<file path="config.mk">
export PLATFORM = sky130hd
export DESIGN_NAME = spi_link_slave_mc_flat
export DESIGN_NICKNAME = d
export VERILOG_FILES = /design/src/rtl/spi_link_slave_mc_if.sv /design/src/rtl/spi_link_slave_mc.sv /design/src/flat_wrapper.sv
export SDC_FILE = /design/constraint.sdc
export NUM_CORES = 1
export LEC_CHECK = 0
export ABC_CLOCK_PERIOD_IN_PS = 11200
export CORE_MARGIN = 4
export CORE_UTILIZATION = 63
export DETAILED_ROUTE_END_ITERATION = 8
export DONT_BUFFER_PORTS = 1
export PLACE_DENSITY = 0.85
export REMOVE_ABC_BUFFERS = 1
export SLEW_MARGIN = 20
export SYNTH_ARGS = -nofsm -noshare
export SYNTH_HDL_FRONTEND = slang
export SYNTH_SLANG_ARGS = --single-unit
export TNS_END_PERCENT = 20
</file>
<file path="constraint.sdc">
create_clock -name clk -period 11.2 [get_ports clk]
set_clock_uncertainty 0.15 [all_clocks]
set_input_delay 2.24 -clock clk [delete_from_list [all_inputs] [get_ports clk]]
set_output_delay 2.24 -clock clk [all_outputs]
set_load 0.03 [all_outputs]
</file>
<file path="src/rtl/spi_link_slave_mc_if.sv">
// spi_link_slave_mc_if: SPI pins plus the parallel frame-side signals of the link slave
interface spi_link_slave_mc_if #(
    parameter int N_CH = 2,
    parameter int W    = 32
);
    logic              en;
    logic              sck;
    logic              ssel;
    logic              mosi;
    logic              miso;
    logic [N_CH*W-1:0] tx_data;
    logic [N_CH*W-1:0] rx_data;
    logic              rx_valid;
    logic              frame_err;
    logic              busy;
    logic [15:0]       frame_cnt;

    modport master (
        output en, sck, ssel, mosi, tx_data,
        input  miso, rx_data, rx_valid, frame_err, busy, frame_cnt
    );

    modport slave (
        input  en, sck, ssel, mosi, tx_data,
        output miso, rx_data, rx_valid, frame_err, busy, frame_cnt
    );
endinterface

</file>
<file path="src/rtl/spi_link_slave_mc.sv">
// spi_link_slave_mc: oversampled SPI mode-0 slave exchanging N_CH words of W bits per frame
module spi_link_slave_mc #(
    parameter int N_CH = 2,
    parameter int W    = 32,
    parameter int SYNC = 3
) (
    input  logic              clk,
    input  logic              reset_global,
    spi_link_slave_mc_if.slave bus
);
    localparam int NB = N_CH * W;
    localparam int CW = $clog2(NB + 1);
    localparam logic [CW-1:0] NB_C = CW'(NB);

    typedef enum logic [1:0] {IDLE, SHIFT, CHECK} state_t;

    state_t          state, state_nx;
    logic [SYNC-1:0] sck_q, ssel_q, mosi_q;
    logic [NB-1:0]   tx_sh, rx_sh, tx_stream, rx_word, rx_data_q;
    logic [CW-1:0]   bit_cnt;
    logic            ovf;
    logic [15:0]     frame_cnt_q;
    logic            sck_rise, sck_fall, ssel_rise, ssel_fall, start, good;

    // shadows hold the frame in wire order (channel 0 MSB first at the top); map to channel layout
    for (genvar k = 0; k < N_CH; k++) begin : g_ch
        assign tx_stream[NB-1-k*W -: W] = bus.tx_data[k*W +: W];
        assign rx_word[k*W +: W]        = rx_sh[NB-1-k*W -: W];
    end

    assign sck_rise  =  sck_q[SYNC-2]  & ~sck_q[SYNC-1];
    assign sck_fall  = ~sck_q[SYNC-2]  &  sck_q[SYNC-1];
    assign ssel_rise =  ssel_q[SYNC-2] & ~ssel_q[SYNC-1];
    assign ssel_fall = ~ssel_q[SYNC-2] &  ssel_q[SYNC-1];
    assign start     = (state == IDLE) && ssel_fall && bus.en;
    assign good      = (bit_cnt == NB_C) && !ovf;

    assign bus.rx_data   = rx_data_q;
    assign bus.frame_cnt = frame_cnt_q;

    // pin synchronisers; ssel resets low so a select held across reset never looks like a new frame
    always_ff @(posedge clk or posedge reset_global)
        if (reset_global) begin
            sck_q  <= '0;
            ssel_q <= '0;
            mosi_q <= '0;
        end else begin
            sck_q  <= {sck_q[SYNC-2:0], bus.sck};
            ssel_q <= {ssel_q[SYNC-2:0], bus.ssel};
            mosi_q <= {mosi_q[SYNC-2:0], bus.mosi};
        end

    // frame state register
    always_ff @(posedge clk or posedge reset_global)
        if (reset_global) state <= IDLE;
        else              state <= state_nx;

    // next state and frame-level outputs; sck work in the ssel-rise cycle lands before CHECK decides
    always_comb begin
        state_nx      = state;
        bus.rx_valid  = 1'b0;
        bus.frame_err = 1'b0;
        bus.busy      = state != IDLE;
        bus.miso      = (state == SHIFT) ? tx_sh[NB-1] : 1'b0;
        unique case (state)
            IDLE:    state_nx = start ? SHIFT : IDLE;
            SHIFT:   state_nx = ssel_rise ? CHECK : SHIFT;
            CHECK: begin
                state_nx      = IDLE;
                bus.rx_valid  = good;
                bus.frame_err = !good;
            end
            default: state_nx = IDLE;
        endcase
    end

    // shift datapath, bit counting with overflow latch, and commit of good frames
    always_ff @(posedge clk or posedge reset_global)
        if (reset_global) begin
            tx_sh       <= '0;
            rx_sh       <= '0;
            bit_cnt     <= '0;
            ovf         <= 1'b0;
            rx_data_q   <= '0;
            frame_cnt_q <= '0;
        end else begin
            if (start) begin
                tx_sh   <= tx_stream;
                bit_cnt <= '0;
                ovf     <= 1'b0;
            end
            if (state == SHIFT && sck_rise) begin
                if (bit_cnt == NB_C) ovf <= 1'b1;
                else begin
                    rx_sh   <= {rx_sh[NB-2:0], mosi_q[SYNC-1]};
                    bit_cnt <= bit_cnt + 1'b1;
                end
            end
            if (state == SHIFT && sck_fall) tx_sh <= {tx_sh[NB-2:0], 1'b0};
            if (state == CHECK && good) begin
                rx_data_q   <= rx_word;
                frame_cnt_q <= frame_cnt_q + 16'd1;
            end
        end
endmodule

</file>
<file path="src/flat_wrapper.sv">
// flat-port wrapper written by rule: the top's interface ports become plain ports
module spi_link_slave_mc_flat 
#(
    parameter int N_CH = 2,
    parameter int W    = 32,
    parameter int SYNC = 3
)
  (clk, reset_global, bus_en, bus_sck, bus_ssel, bus_mosi, bus_tx_data, bus_miso, bus_rx_data, bus_rx_valid, bus_frame_err, bus_busy, bus_frame_cnt);
  spi_link_slave_mc_if #(.N_CH(N_CH), .W(W)) bus_i ();
  input  logic clk;
  input  logic reset_global;
  input wire logic [$bits(bus_i.en)-1:0] bus_en;
  input wire logic [$bits(bus_i.sck)-1:0] bus_sck;
  input wire logic [$bits(bus_i.ssel)-1:0] bus_ssel;
  input wire logic [$bits(bus_i.mosi)-1:0] bus_mosi;
  input wire logic [$bits(bus_i.tx_data)-1:0] bus_tx_data;
  output wire logic [$bits(bus_i.miso)-1:0] bus_miso;
  output wire logic [$bits(bus_i.rx_data)-1:0] bus_rx_data;
  output wire logic [$bits(bus_i.rx_valid)-1:0] bus_rx_valid;
  output wire logic [$bits(bus_i.frame_err)-1:0] bus_frame_err;
  output wire logic [$bits(bus_i.busy)-1:0] bus_busy;
  output wire logic [$bits(bus_i.frame_cnt)-1:0] bus_frame_cnt;
  assign bus_i.en = bus_en;
  assign bus_i.sck = bus_sck;
  assign bus_i.ssel = bus_ssel;
  assign bus_i.mosi = bus_mosi;
  assign bus_i.tx_data = bus_tx_data;
  assign bus_miso = bus_i.miso;
  assign bus_rx_data = bus_i.rx_data;
  assign bus_rx_valid = bus_i.rx_valid;
  assign bus_frame_err = bus_i.frame_err;
  assign bus_busy = bus_i.busy;
  assign bus_frame_cnt = bus_i.frame_cnt;
  spi_link_slave_mc #(.N_CH(N_CH), .W(W), .SYNC(SYNC)) u_core (.clk(clk), .reset_global(reset_global), .bus(bus_i));
endmodule
</file>
Yosys cells after proc, flatten, opt, wreduce, memory -nomap -nowiden

Cells that the tools add are included.

Register bits after elaboration: 227
Output and inout port bits: 84
Logic and storage cells: 50

Add/sub/neg operators: 2
Reduce and logical (&&, ||, !) cells: 12
Bitwise gates (word level): 9
Mux-type cells: 14
Eq/ne operators: 3

Operators by type and width:

| operator              | number |
|---|---|
| $mux 64               | 2 |
| $mux 7                | 3 |
| $add 16x1->16 const B | 1 |
| $add 7x1->7 const B   | 1 |
| $eq 7x7->1 const B    | 1 |
| $mux 1                | 7 |
| $logic_and 1x1->1     | 6 |
| $not 1->1             | 5 |
| $and 1x1->1           | 4 |
| $pmux 2 s2            | 1 |
| $reduce_bool 2->1     | 2 |
| $eq 2x1->1 const B    | 1 |
| $eq 2x2->1 const B    | 1 |
| $logic_not 1->1       | 2 |
| $logic_not 2->1       | 1 |
| $mux 2                | 1 |
| $reduce_and 2->1      | 1 |

Longest topological paths before layout

Gate-level depths: netlist of run 1.

Depth in word-level cells: 7
Depth in mapped cells: 10
Gate-level depth less buffers: 7

Worst setup path after synthesis of run 1

No wires, ideal clock.

Kind: register to output
Start point: register u_core.bit_cnt[0]
End point: output port bus_rx_valid
Path buffers: 3
Slack: 6.683 ns
Data arrival time: 2.127 ns
Stages on the path, launching flop included: 9
Path through: dfrtp_1 -> inv_1 -> ha_1 -> or4b_4 -> or4_4 -> buf_6 -> inv_2 -> buf_4 -> buf_2

Cells in the longest elaborated chain, start to end: 3

Ends and longest elaborated chain:

| element                | line                    | text |
|---|---|---|
| from (decl)            | spi_link_slave_mc.sv:20 | `logic [CW-1:0] bit_cnt;` |
| from (signal assigned) | spi_link_slave_mc.sv:96 | `bit_cnt <= bit_cnt + 1'b1;` |
| $eq 7x7->1             | spi_link_slave_mc.sv:36 | `assign good = (bit_cnt == NB_C) && !ovf;` |
| $logic_and 1x1->1      | spi_link_slave_mc.sv:36 |  |
| $mux 1                 | spi_link_slave_mc.sv:65 | `unique case (state)` |
| to (decl)              | flat_wrapper.sv:19      | `output wire logic [$bits(bus_i.rx_valid)-1:0] bus_rx_valid;` |

No other way between the ends.

Worst setup path after layout of run 1

Ends and elaborated chain as after synthesis.

==> flow_metrics.py, run 1 <==
metrics = {
    "worst_setup_path": {
        "critPathArrivalTime_ns": 3.38,
        "endpoint_kind": "output pin",
        "path_class": "reg2out",
        "worst-path-max-fanout": 74,
        "worstPathRequired_ns": 8.81,
        "cp-start-kind": "flop",
    },
    "grt": {
        "grt_pass1_wl_mm": 28.9,
        "grt_pass1_vias": 5936,
        "grt.overflow.total": 0,
        "grt_max_degree": 155,
        "grt_antenna_before_repair": 1,
        "grt_usage_pct": 21.2,
    },
    "clock_network": {
        "cts_tree": "yes",
        "cts_root_buf": "clkbuf_16",
        "hold_buffers": 0,
        "ctsResizeCount": 0,
        "cts_buffers": 23,
        "post_cts_buffers": 0,
        "cts.sinks": 227,
        "clkTransAtPathRegs_ns": 0.06,
        "cts_max_path_buffers": 3,
        "htreeDepth": 1,
        "clk_latency_ns": 0.51,
    },
    "logic_synthesis": {
        "synth-main-ff-cell": "dfrtp_1",
        "postSynthCellCount": 881,
        "async_reset_ff_share_pct": 100,
        "ys_ff_latch": 227,
        "synth_edf_count": 0,
        "syn_area_per_cell_um2": 10.3,
        "ys_seq_area_share_pct": 62.6,
        "synth_area_mm2": 0.00907,
        "yosysWarnings": 0,
        "ys_types": 39,
    },
    "finish": {
        "drive_gt1_share_pct": 12.8,
        "diodes": 0,
        "area_growth_pct": 9.11,
        "final_nets": 932,
        "finalNonFillerCells": 1055,
        "design_area_mm2": 0.00990,
    },
    "timing": {
        "max_slew_margin_pct": 36.5,
        "final.period_utilization_pct": 51.6,
        "setup_tns_ns": 0,
        "max_freq_ghz": 0.173,
        "drv_slew": 0,
        "post-route-min-period_ns": 5.77,
        "rsz0062_at_grt": "no",
        "final_hold_viol_count": 0,
        "setup_viol": 0,
        "tightest_slew_ns": 0.953,
    },
    "routing": {
        "drt_iter0_drc": 378,
        "wl_met2_mm": 7.99,
        "routed_wl_mm": 17.3,
        "vias": 5943,
        "antenna_left": 0,
        "viasPerCell": 5.63,
        "met3_length_mm": 1.54,
        "wl_met1_mm": 7.56,
        "drc": 0,
        "wl_per_cell_um": 16.4,
        "dr.pass1.iters": 4,
        "routed.top_layer": "met5",
    },
    "place": {
        "io_buffers": 0,
        "dpl_cell_area_mm2": 0.00915,
        "dpl.hpwl_mm": 10.3,
        "dp_cells": 1014,
        "routabilityCongestion": 0.812,
    },
    "floorplanning": {
        "die-area_mm2": 0.0164,
        "die_h_um": 128,
        "rows": 43,
        "ioPinCount": 154,
        "coreArea_mm2": 0.0140,
        "die_w_um": 128,
        "start_util_pct": 64.9,
    },
    "pwr": {
        "leakage_nw": 5.01,
        "power_density_mw_per_mm2": 194,
        "power_mw": 1.92,
        "max-vdd-ir-drop_v": 0.000152,
    },
    "run_status": {
        "outcome": "finished, final reports clean",
    },
    "flow_run": {
        "maxCapViolations": 0,
    },
    "hold_path": {
        "hp-class": "reg2reg",
    },
}
## per-layer routing
layer | global-route usage [%] | up-vias
met2 | 32.6 | 174
met3 | 7.04 | 28
li1 | - | 2834
met5 | 0 | -
met4 | 4.93 | 2
met1 | 30.0 | 2905
## worst max-delay path: stages, from the launching register on
cell,delay (ns)
dfrtp_1,0.42
inv_1,0.09
ha_1,0.15
or4b_4,0.50
or4_4,0.88
inv_2,0.12
buf_4,0.69
## cells in the mapped netlist (3+ instances only)
master	number	area [um2]
nand2b_1	3	18.8
and4_1	4	35.0
mux2i_1	3	30.0
clkbuf_1	32	120
nand4_1	5	31.3
nand2_1	333	1250
nand3_1	6	30.0
mux2_2	64	721
buf_1	4	15.0
ha_1	3	37.5
nor2_1	69	259
nor3b_1	3	22.5
dfrtp_1	227	5680
a31oi_1	63	394
xnor2_1	13	114
nor3_1	4	20.0
inv_1	5	18.8
xor2_1	4	35.0
buf_2	14	70.1
## registers in the layout, summed over array words and instances (netlist names)
register	count
u_core.bus.rx_data	64
u_core.rx_sh	64
u_core.tx_sh	64
u_core.bus.frame_cnt	16
u_core.bit_cnt	7
u_core.mosi_q	3
u_core.sck_q	3
u_core.ssel_q	3
u_core.state	2
u_core.ovf	1
## cells in the final DEF (no fill, tap or decap), types with 4 or more instances in the layout
| master | Yosys | layout |
|---|---|---|
| a31oi_1 | 63 | 63 |
| and4_1 | 4 | 4 |
| buf_4 | 1 | 4 |
| clkbuf_1 | 32 | 7 |
| clkbuf_16 | 0 | 23 |
| clkbuf_8 | 0 | 5 |
| clkinv_2 | 0 | 4 |
| dfrtp_1 | 227 | 227 |
| inv_1 | 5 | 4 |
| mux2_2 | 64 | 64 |
| nand2_1 | 333 | 333 |
| nand3_1 | 6 | 6 |
| nand4_1 | 5 | 5 |
| nor2_1 | 69 | 68 |
| nor3_1 | 4 | 4 |
| xnor2_1 | 13 | 13 |
| xor2_1 | 4 | 4 |
## power breakdown
group,leakage [nW],internal [mW],switching [mW]
Combinational,1.66,0.0780,0.0997
Sequential,2.99,0.928,0.0695
Clock,0.367,0.438,0.307
## layout make-up
| cell class | count | area (um2) |
|---|---|---|
| Fill cell | 971 | 4090 |
| Inverter | 6 | 35.0 |
| Timing Repair Buffer | 5 | 41.3 |
| Sequential cell | 227 | 5680 |
| Tap cell | 180 | 225 |
| Clock buffer | 35 | 671 |
| Multi-Input combinational cell | 596 | 3180 |
| Clock inverter | 6 | 70.1 |
## cells by family after synthesis
logic type,Yosys count,share of synthesized area [%]
compound gates,69,4.80
xor+xnor,17,1.64
fa+ha+maj,3,0.414
buf+inv,58,2.72
flops,227,62.6
mux,67,8.27
simple gates,440,19.6
## per-stage QoR
| stage | hold slack [ns] | utilization, % | worst slack (ns) |
|---|---|---|---|
| after floorplan | 0.181 | - | 2.59 |
| after global placement | 0.183 | 65.4 | 6.03 |
| after detailed placement | 0.185 | 65.4 | 5.94 |
| after CTS | 0.188 | 70.7 | 5.39 |
| after global routing | 0.195 | 70.8 | 5.27 |
| final | 0.190 | 70.8 | 5.43 |
## worst paths after layout
check	from	to	slack [ns]	cells past startpoint
worst min register to register	u_core.mosi_q[1]	u_core.mosi_q[2]	0.19	0
worst max-delay path	u_core.bit_cnt[0]	bus_rx_valid	5.43	6
worst max register to register	u_core.bit_cnt[0]	u_core.bus.frame_cnt[13]	7.62	8
max in group asynchronous	reset_global	u_core.bus.rx_data[15]	7.91	2
worst min-delay path	u_core.mosi_q[1]	u_core.mosi_q[2]	0.19	0
min in group asynchronous	reset_global	u_core.tx_sh[53]	1.55	1
Power figures use the tool's default switching activity.
==> run 2, diff against run 1 <==
ABC_CLOCK_PERIOD_IN_PS = 5600   (was 11200)
clock period = 5.6 ns   (was 11.2 ns; I/O delays follow)
==> flow_metrics.py, run 2 (same netlist as run 1, synthesis figures left out) <==
metrics = {
    "timing": {
        "max_slew_margin_pct": 36.2,
        "final_hold_viol_count": 0,
        "final.period_utilization_pct": 72.7,
        "max_freq_ghz": 0.246,
        "post-route-min-period_ns": 4.07,
        "whs_ns": 0.197,
        "tightest_slew_ns": 0.957,
        "drv_slew": 0,
        "rsz0062_at_grt": "no",
        "setup_viol": 0,
    },
    "finish": {
        "drive_gt1_share_pct": 13.3,
        "regArea_mm2": 0.00568,
        "area_growth_pct": 10.1,
        "multiInputGateArea_mm2": 0.00318,
        "diodes": 0,
        "design_area_mm2": 0.00999,
        "final_common_cell": "nand2_1",
        "layout_common_cells": "333 x nand2_1, 227 x dfrtp_1, 68 x nor2_1, 64 x mux2_2, 63 x a31oi_1",
        "final_nets": 932,
        "fill_cells": 951,
    },
    "floorplanning": {
        "die_w_um": 128,
        "ioPinCount": 154,
        "start_util_pct": 64.9,
        "die-area_mm2": 0.0164,
        "coreArea_mm2": 0.0140,
        "die_h_um": 128,
        "rows": 43,
    },
    "clock_network": {
        "cts_tree": "yes",
        "cts_buffers": 23,
        "cts.sinks": 227,
        "clk_latency_ns": 0.49,
        "ctsResizeCount": 0,
        "cts_max_path_buffers": 3,
        "cts_root_buf": "clkbuf_16",
        "clkTransAtPathRegs_ns": 0.06,
        "htreeDepth": 1,
        "hold_buffers": 0,
        "post_cts_buffers": 0,
    },
    "worst_setup_path": {
        "rr_endpoint": "u_core.bus.frame_cnt[4]",
        "path_class": "reg2out",
        "worstPathRequired_ns": 4.33,
        "worst-path-max-fanout": 73,
        "reg2regPathDepth": 8,
        "critPathArrivalTime_ns": 2.80,
        "endpoint_kind": "output pin",
        "timing.reg2reg.setup_slack_ns": 1.94,
        "rr_startpoint": "u_core.bit_cnt[0]",
        "cp-start-kind": "flop",
    },
    "grt": {
        "grt_max_degree": 143,
        "grt_antenna_before_repair": 1,
        "grt_pass1_wl_mm": 28.7,
        "grt_usage_pct": 21.0,
        "grt_pass1_vias": 6010,
        "grt.overflow.total": 0,
    },
    "hold_path": {
        "hp-class": "reg2reg",
        "worstHoldEndpoint": "u_core.sck_q[1]",
        "min_from": "u_core.sck_q[0]",
        "holdPathStages": 0,
    },
    "routing": {
        "routed_wl_mm": 17.2,
        "antenna_left": 0,
        "drt_iter0_drc": 311,
        "vias": 6000,
        "dr.pass1.iters": 5,
        "drc": 0,
        "viasPerCell": 5.69,
        "wl_per_cell_um": 16.3,
    },
    "place": {
        "io_buffers": 0,
        "routabilityCongestion": 0.815,
        "dpl_cell_area_mm2": 0.00917,
        "dpl.hpwl_mm": 10.3,
    },
    "flow_run": {
        "maxCapViolations": 0,
    },
    "pwr": {
        "max-vdd-ir-drop_v": 0.000319,
        "power_mw": 4.00,
        "power_density_mw_per_mm2": 400,
        "leakage_nw": 5.06,
    },
    "run_status": {
        "outcome": "finished, final reports clean",
    },
}
[run 2: changes by cell type in the layout (fill, tap and decap cells not counted)]
cell       delta
clkinv_2      +4
inv_8         +1
bufinv_16     +5
clkbuf_1      -4
buf_12        +1
clkinv_8      -1
inv_16        -1
buf_4         -1
clkbuf_8      -4
[run 2: stage by stage]
step	setup slack, ns	instances	setup TNS, ns	utilization [%]
after detailed placement	1.96	1014	0	65.5
after CTS	1.51	1055	0	71.4
after floorplan	-1.89	829	-428.92	-
after global routing	1.41	1055	0	71.4
final	1.53	1055	0	71.4
after global placement	2.05	1014	0	65.5
[run 2: metal layers]
| layer | vias to the layer above | GRT usage [%] | wire, um |
|---|---|---|---|
| met5 | - | 0 | 11 |
| met4 | 2 | 4.43 | 246 |
| met3 | 27 | 7.33 | 1750 |
| met2 | 180 | 33.1 | 7970 |
| met1 | 2960 | 28.9 | 7170 |
| li1 | 2831 | - | - |
[run 2: area by class of cell]
cell class,instances,area share [%]
sequential,227,56.9
multi-input combinational,596,31.8
clock buffer,27,6.01
tap,180,2.25
clock inverter,14,2.20
timing repair buffer,5,0.539
inverter,6,0.301
[run 2: critical path: stages, from the launching register on]
cell and delay, ns:
dfrtp_1 0.42, inv_1 0.08, ha_1 0.13, or4b_4 0.48
or4_4 0.88, inv_2 0.29
[run 2: worst max-delay path by stage]
stage	startpoint	end	slack, ns	cells after the start
after floorplan	reset_global	u_core.bit_cnt[0]	-1.89	1
after global placement	u_core.bit_cnt[0]	u_core.bus.frame_cnt[15]	2.05	8
after detailed placement	u_core.bit_cnt[0]	u_core.bus.frame_cnt[11]	1.96	8
after CTS	u_core.bit_cnt[0]	bus_rx_valid	1.51	5
after global routing	u_core.bit_cnt[0]	bus_rx_valid	1.41	5
final	u_core.bit_cnt[0]	bus_rx_valid	1.53	5
[run 2: power by group]
group	internal, mW	switching (mW)	total, mW	leakage (nW)
Combinational	0.156	0.200	0.357	1.66
Clock	1.04	0.609	1.65	0.410
Sequential	1.86	0.136	1.99	2.99
==> run 3, diff against run 2 <==
ABC_CLOCK_PERIOD_IN_PS = 4200   (was 5600)
clock period = 4.2 ns   (was 5.6 ns; I/O delays follow)
==> flow_metrics.py, run 3 (same netlist as run 1, synthesis figures left out) <==
metrics = {
    "routing": {
        "wl_per_cell_um": 16.3,
        "vias": 6002,
        "drc": 0,
        "drt_iter0_drc": 290,
        "dr.pass1.iters": 5,
        "antenna_left": 0,
        "viasPerCell": 5.67,
        "routed_wl_mm": 17.3,
    },
    "pwr": {
        "max-vdd-ir-drop_v": 0.000408,
        "power_density_mw_per_mm2": 511,
        "power_mw": 5.08,
        "leakage_nw": 5.03,
    },
    "grt": {
        "grt_max_degree": 134,
        "grt_pass1_vias": 5800,
        "grt_usage_pct": 20.9,
        "grt_antenna_before_repair": 1,
        "grt.overflow.total": 0,
        "grt_pass1_wl_mm": 28.4,
    },
    "clock_network": {
        "clkTransAtPathRegs_ns": 0.06,
        "ctsResizeCount": 0,
        "clk_latency_ns": 0.50,
        "hold_buffers": 0,
        "cts.sinks": 227,
        "cts_root_buf": "clkbuf_16",
        "post_cts_buffers": 0,
        "htreeDepth": 1,
        "cts_max_path_buffers": 3,
        "cts_tree": "yes",
        "cts_buffers": 23,
    },
    "timing": {
        "post-route-min-period_ns": 3.58,
        "max_freq_ghz": 0.280,
        "rsz0062_at_grt": "no",
        "whs_ns": 0.197,
        "tightest_slew_ns": 0.911,
        "final.period_utilization_pct": 85.2,
        "setup_viol": 0,
        "max_slew_margin_pct": 39.3,
        "final_hold_viol_count": 0,
        "drv_slew": 0,
        "fin_ws_ns": 0.623,
    },
    "flow_run": {
        "maxCapViolations": 0,
    },
    "finish": {
        "regArea_mm2": 0.00568,
        "final_nets": 939,
        "multiInputGateArea_mm2": 0.00318,
        "finalNonFillerCells": 1059,
        "fill_cells": 967,
        "area_growth_pct": 9.44,
        "final_common_cell": "nand2_1",
        "drive_gt1_share_pct": 13.2,
        "finalCoreUtilization_pct": 71.0,
        "diodes": 0,
        "layout_common_cells": "333 x nand2_1, 227 x dfrtp_1, 68 x nor2_1, 64 x mux2_2, 63 x a31oi_1",
    },
    "hold_path": {
        "min_from": "u_core.sck_q[0]",
        "hp-class": "reg2reg",
    },
    "floorplanning": {
        "coreArea_mm2": 0.0140,
        "start_util_pct": 64.9,
        "ioPinCount": 154,
        "die_w_um": 128,
        "die-area_mm2": 0.0164,
        "die_h_um": 128,
        "rows": 43,
    },
    "run_status": {
        "outcome": "finished, final reports clean",
    },
    "worst_setup_path": {
        "critPathLaunch": "u_core.bit_cnt[0]",
        "worst-path-max-fanout": 26,
        "endpoint_kind": "output pin",
        "path_class": "reg2out",
        "worstPathRequired_ns": 3.21,
        "timing.reg2reg.setup_slack_ns": 1.19,
        "cp-start-kind": "flop",
        "rr_startpoint": "u_core.bit_cnt[0]",
        "critPathArrivalTime_ns": 2.59,
    },
    "place": {
        "dp_cells": 1021,
        "io_buffers": 0,
        "pre_cts_slack_ns": 1.14,
        "routabilityCongestion": 0.823,
        "dpl.hpwl_mm": 11.0,
    },
}
[run 3: changes by cell type in the layout (fill, tap and decap cells not counted), moves of 4 or more]
cell / previous run / this run
clkinv_2: 8 / 1
buf_4: 3 / 11
clkbuf_1: 3 / 7
clkbuf_8: 1 / 5
bufinv_16: 6 / 1
[run 3: final timing paths]
check	endpoint	cells after the start
max in group asynchronous	u_core.bus.rx_data[46]	2
max reg2reg	u_core.bus.frame_cnt[3]	8
min in group asynchronous	u_core.tx_sh[53]	1
min reg2reg	u_core.sck_q[1]	0
max	bus_rx_valid	5
min	u_core.sck_q[1]	0
[run 3: per-stage QoR]
| step | TNS (ns) | cell area, um2 |
|---|---|---|
| 4_1_cts | 0 | 9930 |
| 5_1_grt | 0 | 9930 |
| 3_5_place_dp | 0 | 9220 |
| 6_report | 0 | 9930 |
| 3_3_place_gp | 0 | 9200 |
| 2_1_floorplan | -683.16 | 8850 |
[run 3: worst max-delay path, cell delays in order (launching register included)]
cell     delay, ns
dfrtp_1       0.41
inv_1         0.08
ha_1          0.13
or4b_4        0.48
or4_4         0.54
inv_2         0.44
[run 3: power by group]
group | internal (mW) | switching [mW]
Clock | 1.15 | 0.788
Combinational | 0.211 | 0.263
Sequential | 2.48 | 0.187
[run 3: metal layers]
layer  global-route usage [%]  routed length [um]
met1                     29.0                7180
met4                     4.43                 274
met5                        0                   7
met3                     6.50                1610
met2                     33.2                8190
[run 3: cell type report]
class | count | share of cell area (%)
multi-input combinational | 596 | 32.0
clock buffer | 35 | 6.75
sequential | 227 | 57.2
timing repair buffer | 12 | 1.03
inverter | 6 | 0.302
tap | 180 | 2.27
clock inverter | 3 | 0.441
==> edit 1, RTL diff (config.mk and constraints of run 2) <==
One comparison of `bit_cnt` changes from == to >=.
--- a/src/rtl/spi_link_slave_mc.sv
+++ b/src/rtl/spi_link_slave_mc.sv
@@ -35,3 +35,3 @@
     assign start     = (state == IDLE) && ssel_fall && bus.en;
-    assign good      = (bit_cnt == NB_C) && !ovf;
+    assign good      = (bit_cnt >= NB_C) && !ovf;
 
Behaviour: no difference found for any inputs over 10 cycles, from zero or initial values and one cycle with reset_global high; that may be too few to reach the edited logic, so the function may still have changed.
==> edit 1 against run 2 <==
- sequential share of layout area increased by 0.47 points
- sequential cell count stayed put
- wire length up 1.1%
- total power decreased by 4.6%
- global-route usage grew 0.35 points
- fmax grew 29%
- synthesized area is 0.36% higher
- worst setup slack improved by 0.92 ns
- final area down 0.81%
- final cell count shrank 13%
- critical path type unchanged
- largest power group unchanged
- highest routed layer is now met4
==> edit 1: results (changes against run 2) <==
stage	metric	value	unit	change
run_status	outcome	completed		
routing	route.met2.wl	8449	µm	+6.0%
hold_path	hold_path_class	reg2reg		
global_route	grt_max_degree	136		-4.9%
global_route	antenna_found_initial	0		-1
power	powerComb	356	µW	about the same
power	seqPwrFrac	52.6	%	+2.8 points
logic_synthesis	ys_types	35		-10%
placement	gp_congestion	0.8721		+7.1%
global_route	grt_pass1_wl	28750	µm	+0.24%
worst_setup_path	cp_max_fo	5		-93%
worst_setup_path	r2r_end	u_core.bus.frame_cnt[7]		
logic_synthesis	synthTopCellsByCount	dfrtp_1, nand2_1, mux2_2		
logic_synthesis	synthFlopType	dfrtp_1		
clock_tree	cts_max_path_buffers	3		unchanged
hold_path	min-delay-start	u_core.mosi_q[0]		
routing	firstDrtPassIters	5		unchanged
routing	first_iter_violations	306		-1.6%
placement	dp.final_hpwl	10960	µm	+6.2%
final_layout	clkbuf_count	31		+15%
worst_setup_path	crit_path_end	bus_frame_err		
logic_synthesis	syn_area	9107	µm²	+0.36%
power	seq-power	2010	µW	
worst_setup_path	timing.rr.start	u_core.state[0]		
final_layout	nonClockInverterCount	5		-1
final_layout	multi_input_area_share	32.48	%	+0.65 points
final_layout	drive_gt1_share	24.15	%	+11 points
worst_setup_path	critical_path.max_stage_delay	0.82	ns	-0.06 ns
logic_synthesis	synthTopCellsByArea	dfrtp_1, mux2_2, nand2_1		
worst_setup_path	setup.worst_path.start	u_core.bit_cnt[6]		
final_layout	nMultiInputCombCells	459		-23%
final_layout	fill_cells	892		-6.2%
routing	highest-signal-layer	met4		
routing	wl_per_cell	18.91	µm	+16%
sta	max_slew_margin	27.15	%	-9.0 points
worst_setup_path	rr_worst_depth	5		-3
final_layout	clock_area_share	7.274	%	-0.94 points
power	total_leakage_power	0.004887	µW	-3.4%
routing	met1_length	6784	µm	-5.4%
final_layout	n_sequential_cell	227		unchanged
final_layout	post-route-util	70.56	%	-0.85 points
final_layout	buffer_area_share	0.3788	%	-0.16 points
hold_path	min_to	u_core.mosi_q[1]		
worst_setup_path	worst_path_max_delay_cell	nor3b_1		
global_route	globalRouteTotalUtil	21.39	%	+0.35 points
floorplanning	die-area	16440	µm²	+0.34%
routing	vias_per_cell	5.938		+4.4%
final_layout	area.sequential	5680	µm²	unchanged
global_route	first_global_vias	5754		-4.3%
power	swShare	25.10	%	+1.5 points
placement	placed_area	9185	µm²	+0.22%
worst_setup_path	critical_path_arrival	1.88	ns	-0.92 ns
worst_setup_path	rrSetupSlack	2.71	ns	+0.77 ns
power	ir_drop	0.2189	mV	-31%
routing	wl_met3	1748	µm	about the same
final_layout	layout.nets	794		-15%
-- edit 1: per-layer routing --
layer | global-route usage [%] | vias up
li1 | - | 2492
met1 | 28.15 | 2752
met2 | 34.66 | 173
met3 | 7.292 | 28
met4 | 5.056 | 0
met5 | 0 | -
-- edit 1: per-stage QoR --
step	instances	setup WS, ns	hold WS [ns]
2_1_floorplan	691	-1.890	0.1812
3_3_place_gp	876	2.838	0.1864
3_5_place_dp	876	2.714	0.1972
4_1_cts	917	2.421	0.2013
5_1_grt	917	2.359	0.2175
6_report	917	2.452	0.1986
-- edit 1: cells by family (layout without fill, tap and decap cells) --
logic type / after synthesis / in the layout / share of synthesized area, %
compound gates: 76 / 76 / 5.372
simple gates: 234 / 234 / 10.91
buf+inv: 51 / 51 / 2.693
fa+ha+maj: 3 / 3 / 0.4122
mux: 129 / 129 / 16.61
flops: 227 / 227 / 62.37
xor+xnor: 17 / 17 / 1.635
==> edit 2, RTL diff (settings of run 2) <==
Made on the original files. `SYNC` is set to 3 in 2 places; all go to 6.
--- a/src/rtl/spi_link_slave_mc.sv
+++ b/src/rtl/spi_link_slave_mc.sv
@@ -4,3 +4,3 @@
     parameter int W    = 32,
-    parameter int SYNC = 3
+    parameter int SYNC = 6
 ) (
--- a/src/flat_wrapper.sv
+++ b/src/flat_wrapper.sv
@@ -5,3 +5,3 @@
     parameter int W    = 32,
-    parameter int SYNC = 3
+    parameter int SYNC = 6
 )
Formal check against the unedited RTL: not equivalent (Yosys sat finds a counterexample within 10 cycles, from zero or initial values and one cycle with reset_global high).
==> edit 2 against run 2 <==
- final area rose by 3.2%
- non-clock buffer count rose by 2
- highest routed layer is now met4
- largest power group unchanged
- sequential cell count rose by 9
- clock power rose by 4%
- total power rose by 3.4%
- synthesized area rose by 2.4%
- wire length rose by 1.1%
- worst setup slack improved by 0.49 ns
==> edit 2: results (changes against run 2) <==
stage	metric	value	unit	change
routing	drc	0		unchanged
worst_setup_path	critical_path_arrival	2.31	ns	-0.49 ns
power	ir_drop	0.3234	mV	+1.5%
run_status	outcome	completed		
logic_synthesis	synthTopCellsByArea	dfrtp_1, mux2_2, nand2_1		
hold_path	min-delay-start	u_core.sck_q[1]		
power	clk-power	1720	µW	+4%
clock_tree	cts_buffers	25		+8.7%
sta	fmax	0.2793	GHz	+14%
sta	whs	0.1974	ns	+0.0004950 ns
power	powerComb	361	µW	+1%
clock_tree	ctsResizeCount	0		unchanged
final_layout	stdcell_count	942		-11%
logic_synthesis	synth_seq_area_share	63.55	%	+0.96 points
logic_synthesis	ys_types	39		unchanged
worst_setup_path	timing.rr.start	u_core.bit_cnt[0]		
global_route	antenna_found_initial	1		unchanged
placement	dp_cells	899		-11%
hold_path	min_to	u_core.sck_q[2]		
routing	vias_per_cell	5.835		+2.6%
clock_tree	cts_max_path_buffers	3		unchanged
power	p_clk_share	41.5	%	+0.2 points
global_route	globalRouteTotalUtil	20.89	%	-0.15 points
placement	place_ws	2.405	ns	+0.4455 ns
routing	route.met2.wl	9059	µm	+14%
worst_setup_path	rr_worst_depth	6		-2
routing	highest-signal-layer	met4		
worst_setup_path	cp_max_fo	6		-92%
global_route	grt_pass1_wl	28470	µm	-0.75%
routing	met1_length	6823	µm	-4.8%
clock_tree	path_clk_slew	0.06	ns	about the same
global_route	first_global_vias	5602		-6.8%
routing	wl	17340	µm	+1.1%
power	total_leakage_power	0.004982	µW	-1.5%
worst_setup_path	crit_path_end	bus_rx_valid		
power	internal_power	3158	µW	+3.4%
global_route	met1_usage	26.89	%	-2.0 points
final_layout	drive_gt1_share	24.31	%	+11 points
logic_synthesis	synthFlopType	dfrtp_1		
routing	first_iter_violations	424		+36%
logic_synthesis	synth_cells	754		-14%
worst_setup_path	worst_path_max_delay_cell	or4b_1		
logic_synthesis	synthTopCellsByCount	dfrtp_1, nand2_1, mux2_2		
final_layout	layout.nets	816		-12%
worst_setup_path	critical_path.max_stage_delay	0.59	ns	-0.29 ns
clock_tree	cts-root-buf	clkbuf_16		
global_route	grt_util_met3	6.018	%	-1.3 points
hold_path	holdPathStages	0		unchanged
placement	gp_congestion	0.8520		+4.6%
worst_setup_path	r2r_end	u_core.bus.rx_data[58]		
placement	placed_area	9402	µm²	+2.6%
routing	wl_met3	1161	µm	-34%
global_route	grt_max_degree	155		+8.4%
placement	dp.final_hpwl	10800	µm	+4.7%
sta	max_slew_margin	35.83	%	-0.34 points
global_route	grt_use_met2	35.61	%	+2.5 points
routing	firstDrtPassIters	4		-1
worst_setup_path	cp-start-kind	flip-flop		
-- edit 2: cell types whose count changed after synthesis, moves of 4 or more --
cell	delta
nand2_1	-197
mux2_2	+65
dfrtp_1	+9
buf_2	-6
buf_4	+6
clkbuf_1	-4
nand3_1	+4
-- edit 2: area by class of cell --
cell class,count,area (µm²)
tap,184,230.2
antenna,1,2.502
clock buffer,30,674.4
clock inverter,11,190.2
multi-input combinational,469,3207
inverter,4,22.52
timing repair buffer,7,76.32
sequential,236,5906
fill,973,4170
-- edit 2: logic make-up (layout without fill, tap and decap cells) --
group / Yosys count / after routing / synth area share [%]
and+or+nand+nor: 246 / 246 / 11.35
DFF: 236 / 236 / 63.55
muxes: 129 / 129 / 15.63
AOI/OAI and AO/OA: 74 / 74 / 5.089
buffers and inverters: 49 / 52 / 2.370
xor gates and xnor gates: 17 / 17 / 1.602
adders and majority gates: 3 / 3 / 0.4040
other: 0 / 1 / 0
